## config.mk

```make
export PLATFORM = sky130hd
export DESIGN_NAME = osc_stim_gen_flat
export DESIGN_NICKNAME = d
export VERILOG_FILES = /design/src/rtl/osc_stim_gen_if.sv /design/src/rtl/osc_stim_gen.sv /design/src/flat_wrapper.sv
export SDC_FILE = /design/constraint.sdc
export NUM_CORES = 1
export LEC_CHECK = 0
export ABC_AREA = 1
export BUFFER_PORTS_ARGS = -buffer_cell sky130_fd_sc_hd__clkbuf_2
export CORE_UTILIZATION = 35
export CTS_BUF_LIST = sky130_fd_sc_hd__clkbuf_4
export CTS_CLUSTER_SIZE = 20
export DETAILED_ROUTE_END_ITERATION = 10
export GPL_ROUTABILITY_DRIVEN = 0
export MAX_ROUTING_LAYER = met4
export PLACE_DENSITY = 0.63
export SLEW_MARGIN = 5
export SYNTH_ARGS = -nofsm -noshare
export SYNTH_HDL_FRONTEND = slang
export SYNTH_SLANG_ARGS = --single-unit
```

## constraint.sdc

```tcl
create_clock -name clk -period 2.9 [get_ports clk]
set_input_delay 0.145 -clock clk [delete_from_list [all_inputs] [get_ports clk]]
set_output_delay 0.145 -clock clk [all_outputs]
set_load 0.02 [all_outputs]
```

## src/rtl/osc_stim_gen_if.sv

```systemverilog
// osc_stim_gen_if: control/status bundle for the square-wave burst generator.
// master = block that requests bursts, slave = the generator itself.
interface osc_stim_gen_if #(
    parameter int DIV_W = 16,
    parameter int CNT_W = 8
);
    logic             start;
    logic [DIV_W-1:0] half_period;
    logic [CNT_W-1:0] num_edges;
    logic             abort;
    logic             osc_out;
    logic             busy;
    logic             done;
    logic [CNT_W-1:0] edges_sent;

    modport master (
        output start, half_period, num_edges, abort,
        input  osc_out, busy, done, edges_sent
    );

    modport slave (
        input  start, half_period, num_edges, abort,
        output osc_out, busy, done, edges_sent
    );
endinterface

```

## src/rtl/osc_stim_gen.sv

```systemverilog
// osc_stim_gen: programmable square-wave burst generator. Emits N rising edges
// with a 50% duty cycle and a period of 2*H clk cycles on osc_out.
// Optional build macro OSC_STIM_FREE_RUN_EN: a start with num_edges==0 runs
// indefinitely (until abort/rst) instead of completing immediately.
module osc_stim_gen #(
    parameter int DIV_W = 16,
    parameter int CNT_W = 8
) (
    input  logic clk,
    input  logic rst,
    osc_stim_gen_if.slave bus
);
    typedef enum logic [1:0] {
        ST_IDLE = 2'd0,
        ST_LOW  = 2'd1,
        ST_HIGH = 2'd2,
        ST_DONE = 2'd3
    } state_t;

    localparam logic [DIV_W-1:0] DIV_ZERO = {DIV_W{1'b0}};
    localparam logic [DIV_W-1:0] DIV_ONE  = {{(DIV_W-1){1'b0}}, 1'b1};
    localparam logic [CNT_W-1:0] CNT_ZERO = {CNT_W{1'b0}};
    localparam logic [CNT_W-1:0] CNT_ONE  = {{(CNT_W-1){1'b0}}, 1'b1};

    state_t           state_r, state_s;
    logic [DIV_W-1:0] div_r, div_s;
    logic [DIV_W-1:0] h_r, h_s;
    logic [CNT_W-1:0] n_r, n_s;
    logic [CNT_W-1:0] edges_r, edges_s;
    logic             osc_r, osc_s;
    logic             busy_r, busy_s;
    logic             done_r, done_s;
    logic [DIV_W-1:0] h_eff_s;
    logic             burst_end_s;
    logic             run_s;
`ifdef OSC_STIM_FREE_RUN_EN
    logic             free_r, free_s;
`endif

    // A zero half-period would stall the divider; it is run as one cycle.
    assign h_eff_s = (bus.half_period == DIV_ZERO) ? DIV_ONE : bus.half_period;

    // Accepting a start in IDLE either launches a burst or, for N==0 in the
    // default build, completes at once. The last HIGH phase ends the burst
    // unless the generator is free-running.
`ifdef OSC_STIM_FREE_RUN_EN
    assign run_s       = 1'b1;
    assign burst_end_s = (!free_r) && (edges_r == n_r);
`else
    assign run_s       = (bus.num_edges != CNT_ZERO);
    assign burst_end_s = (edges_r == n_r);
`endif

    // State register.
    always_ff @(posedge clk or posedge rst) begin
        if (rst) begin
            state_r <= ST_IDLE;
        end else begin
            state_r <= state_s;
        end
    end

    // Next-state logic: abort has priority over a phase ending.
    always_comb begin
        state_s = state_r;
        case (state_r)
            ST_IDLE: begin
                if (bus.start) begin
                    state_s = run_s ? ST_LOW : ST_DONE;
                end else begin
                    state_s = ST_IDLE;
                end
            end
            ST_LOW: begin
                if (bus.abort) begin
                    state_s = ST_IDLE;
                end else if (div_r == DIV_ZERO) begin
                    state_s = ST_HIGH;
                end else begin
                    state_s = ST_LOW;
                end
            end
            ST_HIGH: begin
                if (bus.abort) begin
                    state_s = ST_IDLE;
                end else if (div_r == DIV_ZERO) begin
                    state_s = burst_end_s ? ST_DONE : ST_LOW;
                end else begin
                    state_s = ST_HIGH;
                end
            end
            ST_DONE: begin
                state_s = ST_IDLE;
            end
            default: begin
                state_s = ST_IDLE;
            end
        endcase
    end

    // Output and datapath next values, derived from the upcoming state so the
    // registered outputs line up with the state they describe.
    always_comb begin
        h_s     = h_r;
        n_s     = n_r;
        div_s   = div_r;
        edges_s = edges_r;
`ifdef OSC_STIM_FREE_RUN_EN
        free_s  = free_r;
`endif
        if ((state_r == ST_IDLE) && bus.start) begin
            h_s     = h_eff_s;
            n_s     = bus.num_edges;
            div_s   = h_eff_s - DIV_ONE;
            edges_s = CNT_ZERO;
`ifdef OSC_STIM_FREE_RUN_EN
            free_s  = (bus.num_edges == CNT_ZERO);
`endif
        end else if ((state_s != state_r) && ((state_s == ST_LOW) || (state_s == ST_HIGH))) begin
            // Reload on every phase entry so each phase lasts exactly H cycles.
            div_s = h_r - DIV_ONE;
        end else if ((div_r != DIV_ZERO) && ((state_r == ST_LOW) || (state_r == ST_HIGH))) begin
            div_s = div_r - DIV_ONE;
        end else begin
            div_s = div_r;
        end

        if ((state_r == ST_LOW) && (state_s == ST_HIGH)) begin
            edges_s = edges_r + CNT_ONE;
        end else begin
            edges_s = edges_s;
        end

        osc_s  = (state_s == ST_HIGH);
        busy_s = (state_s == ST_LOW) || (state_s == ST_HIGH);
        done_s = (state_s == ST_DONE);
    end

    // Divider, latched configuration and edge counter.
    always_ff @(posedge clk or posedge rst) begin
        if (rst) begin
            div_r   <= DIV_ZERO;
            h_r     <= DIV_ZERO;
            n_r     <= CNT_ZERO;
            edges_r <= CNT_ZERO;
`ifdef OSC_STIM_FREE_RUN_EN
            free_r  <= 1'b0;
`endif
        end else begin
            div_r   <= div_s;
            h_r     <= h_s;
            n_r     <= n_s;
            edges_r <= edges_s;
`ifdef OSC_STIM_FREE_RUN_EN
            free_r  <= free_s;
`endif
        end
    end

    // Registered, glitch-free outputs; only rst may change them asynchronously.
    always_ff @(posedge clk or posedge rst) begin
        if (rst) begin
            osc_r  <= 1'b0;
            busy_r <= 1'b0;
            done_r <= 1'b0;
        end else begin
            osc_r  <= osc_s;
            busy_r <= busy_s;
            done_r <= done_s;
        end
    end

    assign bus.osc_out    = osc_r;
    assign bus.busy       = busy_r;
    assign bus.done       = done_r;
    assign bus.edges_sent = edges_r;
endmodule

```

## src/flat_wrapper.sv

```systemverilog
// flat-port wrapper written by rule: the top's interface ports become plain ports
module osc_stim_gen_flat 
#(
    parameter int DIV_W = 16,
    parameter int CNT_W = 8
)
  (clk, rst, bus_start, bus_half_period, bus_num_edges, bus_abort, bus_osc_out, bus_busy, bus_done, bus_edges_sent);
  osc_stim_gen_if #(.DIV_W(DIV_W), .CNT_W(CNT_W)) bus_i ();
  input  logic clk;
  input  logic rst;
  input wire logic [$bits(bus_i.start)-1:0] bus_start;
  input wire logic [$bits(bus_i.half_period)-1:0] bus_half_period;
  input wire logic [$bits(bus_i.num_edges)-1:0] bus_num_edges;
  input wire logic [$bits(bus_i.abort)-1:0] bus_abort;
  output wire logic [$bits(bus_i.osc_out)-1:0] bus_osc_out;
  output wire logic [$bits(bus_i.busy)-1:0] bus_busy;
  output wire logic [$bits(bus_i.done)-1:0] bus_done;
  output wire logic [$bits(bus_i.edges_sent)-1:0] bus_edges_sent;
  assign bus_i.start = bus_start;
  assign bus_i.half_period = bus_half_period;
  assign bus_i.num_edges = bus_num_edges;
  assign bus_i.abort = bus_abort;
  assign bus_osc_out = bus_i.osc_out;
  assign bus_busy = bus_i.busy;
  assign bus_done = bus_i.done;
  assign bus_edges_sent = bus_i.edges_sent;
  osc_stim_gen #(.DIV_W(DIV_W), .CNT_W(CNT_W)) u_core (.clk(clk), .rst(rst), .bus(bus_i));
endmodule
```

; After elaboration in Yosys (flattened, before gate mapping)
; Cells that the tools add are included.
[word_totals]
in_bits = 28
elab_cells = 47
regBits = 53
output_inout_bits = 11
[op_classes]
reduce_logical = 13
eq_ne = 8
mux = 14
n_addsub = 4
[ops]
columns = operator, n
row1 = 2-to-1 mux 16 bit, 4
row2 = "subtractor 16 x 1 -> 16 bit, second input constant", 3
row3 = zero test 16 bit, 2
row4 = 2-to-1 mux 8 bit, 2
row5 = nonzero test 16 bit, 1
row6 = 2-to-1 mux 2 bit, 7
row7 = "adder 8 x 1 -> 8 bit, second input constant", 1
row8 = "equality test 2 bit, second input constant", 4
row9 = equality test 8 bit, 1
row10 = one-hot mux 2 bit (4 select lines), 1
row11 = nonzero test 8 bit, 1
row12 = "equality test 2 x 1 -> 1 bit, second input constant", 2
row13 = logical AND 1 bit, 4
row14 = nonzero test 3 bit, 1
row15 = zero test 2 bit, 1
row16 = logical OR 1 bit, 2
row17 = inequality test 2 bit, 1
row18 = nonzero test 2 bit, 1

; Logic depth before layout (Yosys ltp)
[logic_depth]
ltp_word = 10
depth_mapped = 26
mapped_depth_nobuf = 26

; Worst setup path before layout
; OpenSTA, ideal clock, no wires.
[synth_path]
kind = reg2reg
startpoint = register u_core.div_r[0]
endpoint = register u_core.div_r[12]
slack_ns = 0.002
path_stages_with_launch = 23
period_less_slack_ns = 2.898
setup_time_ns = 0.117
t_required_ns = 2.783
path_buffers = 0
arrival_ns = 2.780
path_cell_list = dfrtp_1 -> nor2_1 -> nand3_1 -> nor2_2 -> nand2_2 -> inv_2 -> nand2_1 -> nand2_1 -> nand2_1 -> nand2_2 -> inv_1 -> ha_1 -> nand2_8 -> o21ai_0 -> o21a_1 -> ha_1 -> nand3_1 -> nor2_2 -> nand2_2 -> nor2_4 -> nand3_1 -> nand3_1 -> nand2_1
[synth_via]
elab_chain_len = 9
elab_cells_between_ends = 18
classes_between = add/sub (1) / eq/ne (3) / mux (8) / reduce/logical (6)
[synth_lines]
columns = item, line_no
row1 = start: declaration, osc_stim_gen.sv:26  ; logic [DIV_W-1:0] div_r, div_s;
row2 = start signal: assignment, osc_stim_gen.sv:150  ; div_r <= div_s;
row3 = zero test 16 bit *, "osc_stim_gen.sv:77, osc_stim_gen.sv:86"
row4 = 2-to-1 mux 2 bit (on tied branches), "osc_stim_gen.sv:86, osc_stim_gen.sv:77"
row5 = 2-to-1 mux 2 bit (on tied branches), "osc_stim_gen.sv:84, osc_stim_gen.sv:75"
row6 = one-hot mux 2 bit (4 select lines) *, osc_stim_gen.sv:66  ; case (state_r)
row7 = named net u_core.state_s[1], osc_stim_gen.sv:25  ; state_t state_r, state_s;
row8 = equality test 2 x 1 -> 1 bit / equality test 2 bit (equally long branches), --
row9 = logical OR 1 bit *, --
row10 = named net u_core.busy_s, osc_stim_gen.sv:31  ; logic busy_r, busy_s;
row11 = logical AND 1 bit *, osc_stim_gen.sv:119  ; end else if ((state_s != state_r) && ((state_s == ST_LOW) || (state_s == ST_HIGH))) begin
row12 = 2-to-1 mux 16 bit, osc_stim_gen.sv:119
row13 = 2-to-1 mux 16 bit, osc_stim_gen.sv:111  ; if ((state_r == ST_IDLE) && bus.start) begin
; Mark *: on every way through the listed nets, which the timed path passes. The rest lies on a longest branch. The select of a mux whose other input is x is not followed.
; A chain may end at the register's enable or synchronous reset.

; Worst setup path in the final report
[layout_path]
startpoint = register u_core.div_r[13]
endpoint = register u_core.div_r[9]
[layout_via]
elab_chain_len = 9
elab_cells_between_ends = 16
classes_between = eq/ne (3) / mux (7) / reduce/logical (6)
[layout_lines]
columns = item, line_no
row1 = zero test 16 bit, "osc_stim_gen.sv:77, osc_stim_gen.sv:86"
row2 = 2-to-1 mux 2 bit (on tied branches), "osc_stim_gen.sv:86, osc_stim_gen.sv:77"
row3 = 2-to-1 mux 2 bit (on tied branches), "osc_stim_gen.sv:84, osc_stim_gen.sv:75"
row4 = one-hot mux 2 bit (4 select lines), osc_stim_gen.sv:66
row5 = equality test 2 x 1 -> 1 bit / equality test 2 bit (equally long branches), osc_stim_gen.sv:119
row6 = logical OR 1 bit, osc_stim_gen.sv:119
row7 = logical AND 1 bit, osc_stim_gen.sv:119
row8 = 2-to-1 mux 16 bit, osc_stim_gen.sv:119
row9 = 2-to-1 mux 16 bit, osc_stim_gen.sv:111
; Parallel ways exist; a longest one is shown, timed or not.

==> run metrics <==
Starting Density=36.4%; hpwl dp=6240 um; R2R depth=26; Tightest Pin Transition=0.788 ns; cell area after synthesis=0.00338 mm2; Final setup viols=0; ratio of cells with drive above 1 in the final layout=32.0%; Worst-path clk slew=0.19 ns; clk buf depth=2; first-pass iteration count of the detailed router=4; mean post-synth cell area=6.95 um2; Finished Layout Cells=722; final worst setup slack=0.0432 ns; critical path class=reg2reg; syn nets=522; Num CTS Buffers=5; Crit Path Max Fanout=6; class of the worst hold path=in2reg; largest net degree at the start of global routing=36; Final Max Tran Viols=0; WHS Path Cells=3; Antenna Nets Post-Route=0; post-synthesis sequential area ratio=39.3%; RSZ-0062 raised after global routing=true; Most Frequent Cell on Critical Path=nand2_1; first-pass GRT wire length=14200 um; Clock Latency Late Sink=0.40 ns; top post-synthesis cells by count=171 x nand2_1, 89 x inv_1, 53 x dfrtp_1; initial antenna violation count=0; vias in the first global route=3241; Hold Vio Cnt, Final=0; Placed Instances=690; Routed Wire Length=8920 um; Max-Cap Viols=0; ys async rst share=100%; core region area=0.00928 mm2; crit path buf inv count=7; number of diodes=0; cell with the most instances after synthesis=nand2_1; Yosys top cell area share=39.3%; Setup TNS=0 ns; vias after detailed routing=3322; Synth Register Bits=53; number of flops mapped to enable cells by yosys=0; Vias/cell=4.60; Place WS=-0.151 ns; Reg area=0.00133 mm2; cell taking the most area after synthesis=dfrtp_1; dominant synthesized flop cell=dfrtp_1; final worst path period share=98.5%; critical path depth=26; status=complete, no violations; Crit. End Element=register; DR WL/cell=12.4 um; First DRT Iteration DRCs=125; CP Data Arrival Time=3.16 ns; Synth area leaders=dfrtp_1 39%, nand2_1 19%, inv_1 9.9%, nand3_1 4.9%, o21ai_0 3.9%; Worst Setup Start Kind=register; # fillers=942; Mapped Cells=486; slowest CP cell=dfrtp_1; area grow syn2layout=34.6%; fin crit period=2.86 ns; Synth warnings=0; area of the multi-input gates=0.00187 mm2; num rows=35; DR DRC count=0; die area=0.0100 mm2; die height=100 um; GR Overflow Total=0; GRT Resource Usage Total=18.4%; Achievable Freq=0.350 GHz; fin util=49.0%; Max H-tree Level=2; worst stage delay on the critical path=0.42 ns; CTS tree=yes; CP delay by family, top=simple AND/OR/NAND/NOR gates; Slew HR=47.4%; input/output buffers=38; die width=100 um; CTS Sinks=53; Layout Nets=628; Crit path required time=3.21 ns; I/O pin total=39; post-synth cell types=35; Clock Root Buffer=clkbuf_4; clk_skew=0.0336 ns
==> logic make-up (layout without fill, tap and decap cells) <==
family,after synthesis,after routing,share of synthesized area (%)
adders and majority gates,8,8,2.96
DFF,53,53,39.3
and+or+nand+nor,280,281,37.7
buffers and inverters,100,206,11.9
xor gates and xnor gates,6,6,1.56
AOI/OAI and AO/OA,39,39,6.63
==> state kept, by name, summed over array words and instances (netlist names) <==
register	cells
u_core.h_r	16
u_core.bus.busy	1
u_core.state_r	2
u_core.bus.edges_sent	8
u_core.bus.osc_out	1
u_core.n_r	8
u_core.bus.done	1
u_core.div_r	16
==> cell type report <==
class	instances	share of cell area [%]
clock buffer	5	0.826
sequential	53	29.2
multi-input combinational	334	41.0
inverter	92	7.71
clock inverter	3	0.468
tap	129	3.55
timing repair buffer	106	17.2
==> per-layer routing <==
layer  GRT usage, %  part of all wire, %
met3           2.44                  3.7
met2           33.3                   50
met5              -                    0
met1           21.2                   43
met4           5.24                  2.8
==> metrics by stage <==
stage / cell area, um2 / hold WS, ns
floorplan: 3380 / 0.255
global placement: 4050 / 0.318
detailed placement: 4050 / 0.329
CTS: 4320 / 0.00827
global route: 4550 / 0.00347
finish: 4550 / 0.0177
==> worst paths after layout <==
check | slack [ns] | endpoint | start
worst max-delay path | 0.04 | u_core.div_r[9] | u_core.div_r[13]
worst min-delay path | 0.02 | u_core.n_r[1] | bus_num_edges[1]
worst max register to register | 0.04 | u_core.div_r[9] | u_core.div_r[13]
worst min register to register | 0.50 | u_core.div_r[11] | u_core.div_r[11]
max in group asynchronous | 1.69 | u_core.bus.busy | rst
min in group asynchronous | 0.41 | u_core.div_r[8] | rst
==> worst min-delay path, stage by stage <==
cell and delay (ns):
clkbuf_2 0.08, inv_1 0.06, o21ai_0 0.08
==> repair_timing <==
action	in CTS	in global routing
hold buffers	5	0
resized for setup	23	45
endpoints found under the setup margin	13	17
endpoints found under the hold margin	38	0
pin swaps	23	36
gates cloned	1	1
buffers inserted	9	8
==> cells in the final DEF, fill, tap and decap left out, types with 5 or more instances in the layout <==
cell type / n
inv_1: 85
ha_1: 6
o21ai_0: 23
nand2_4: 11
nand3_1: 28
nand2_1: 151
nand3_2: 5
nor2_1: 22
nor2_4: 11
clkbuf_4: 5
nand2_2: 28
dfrtp_1: 53
clkbuf_2: 38
nor2_2: 11
dlygate4sd3_1: 5
buf_4: 56
o21ai_1: 5
Power is left out: the tool's default activity adds up to more than one toggle a clock period on the data nets, which glitch-free logic cannot reach.
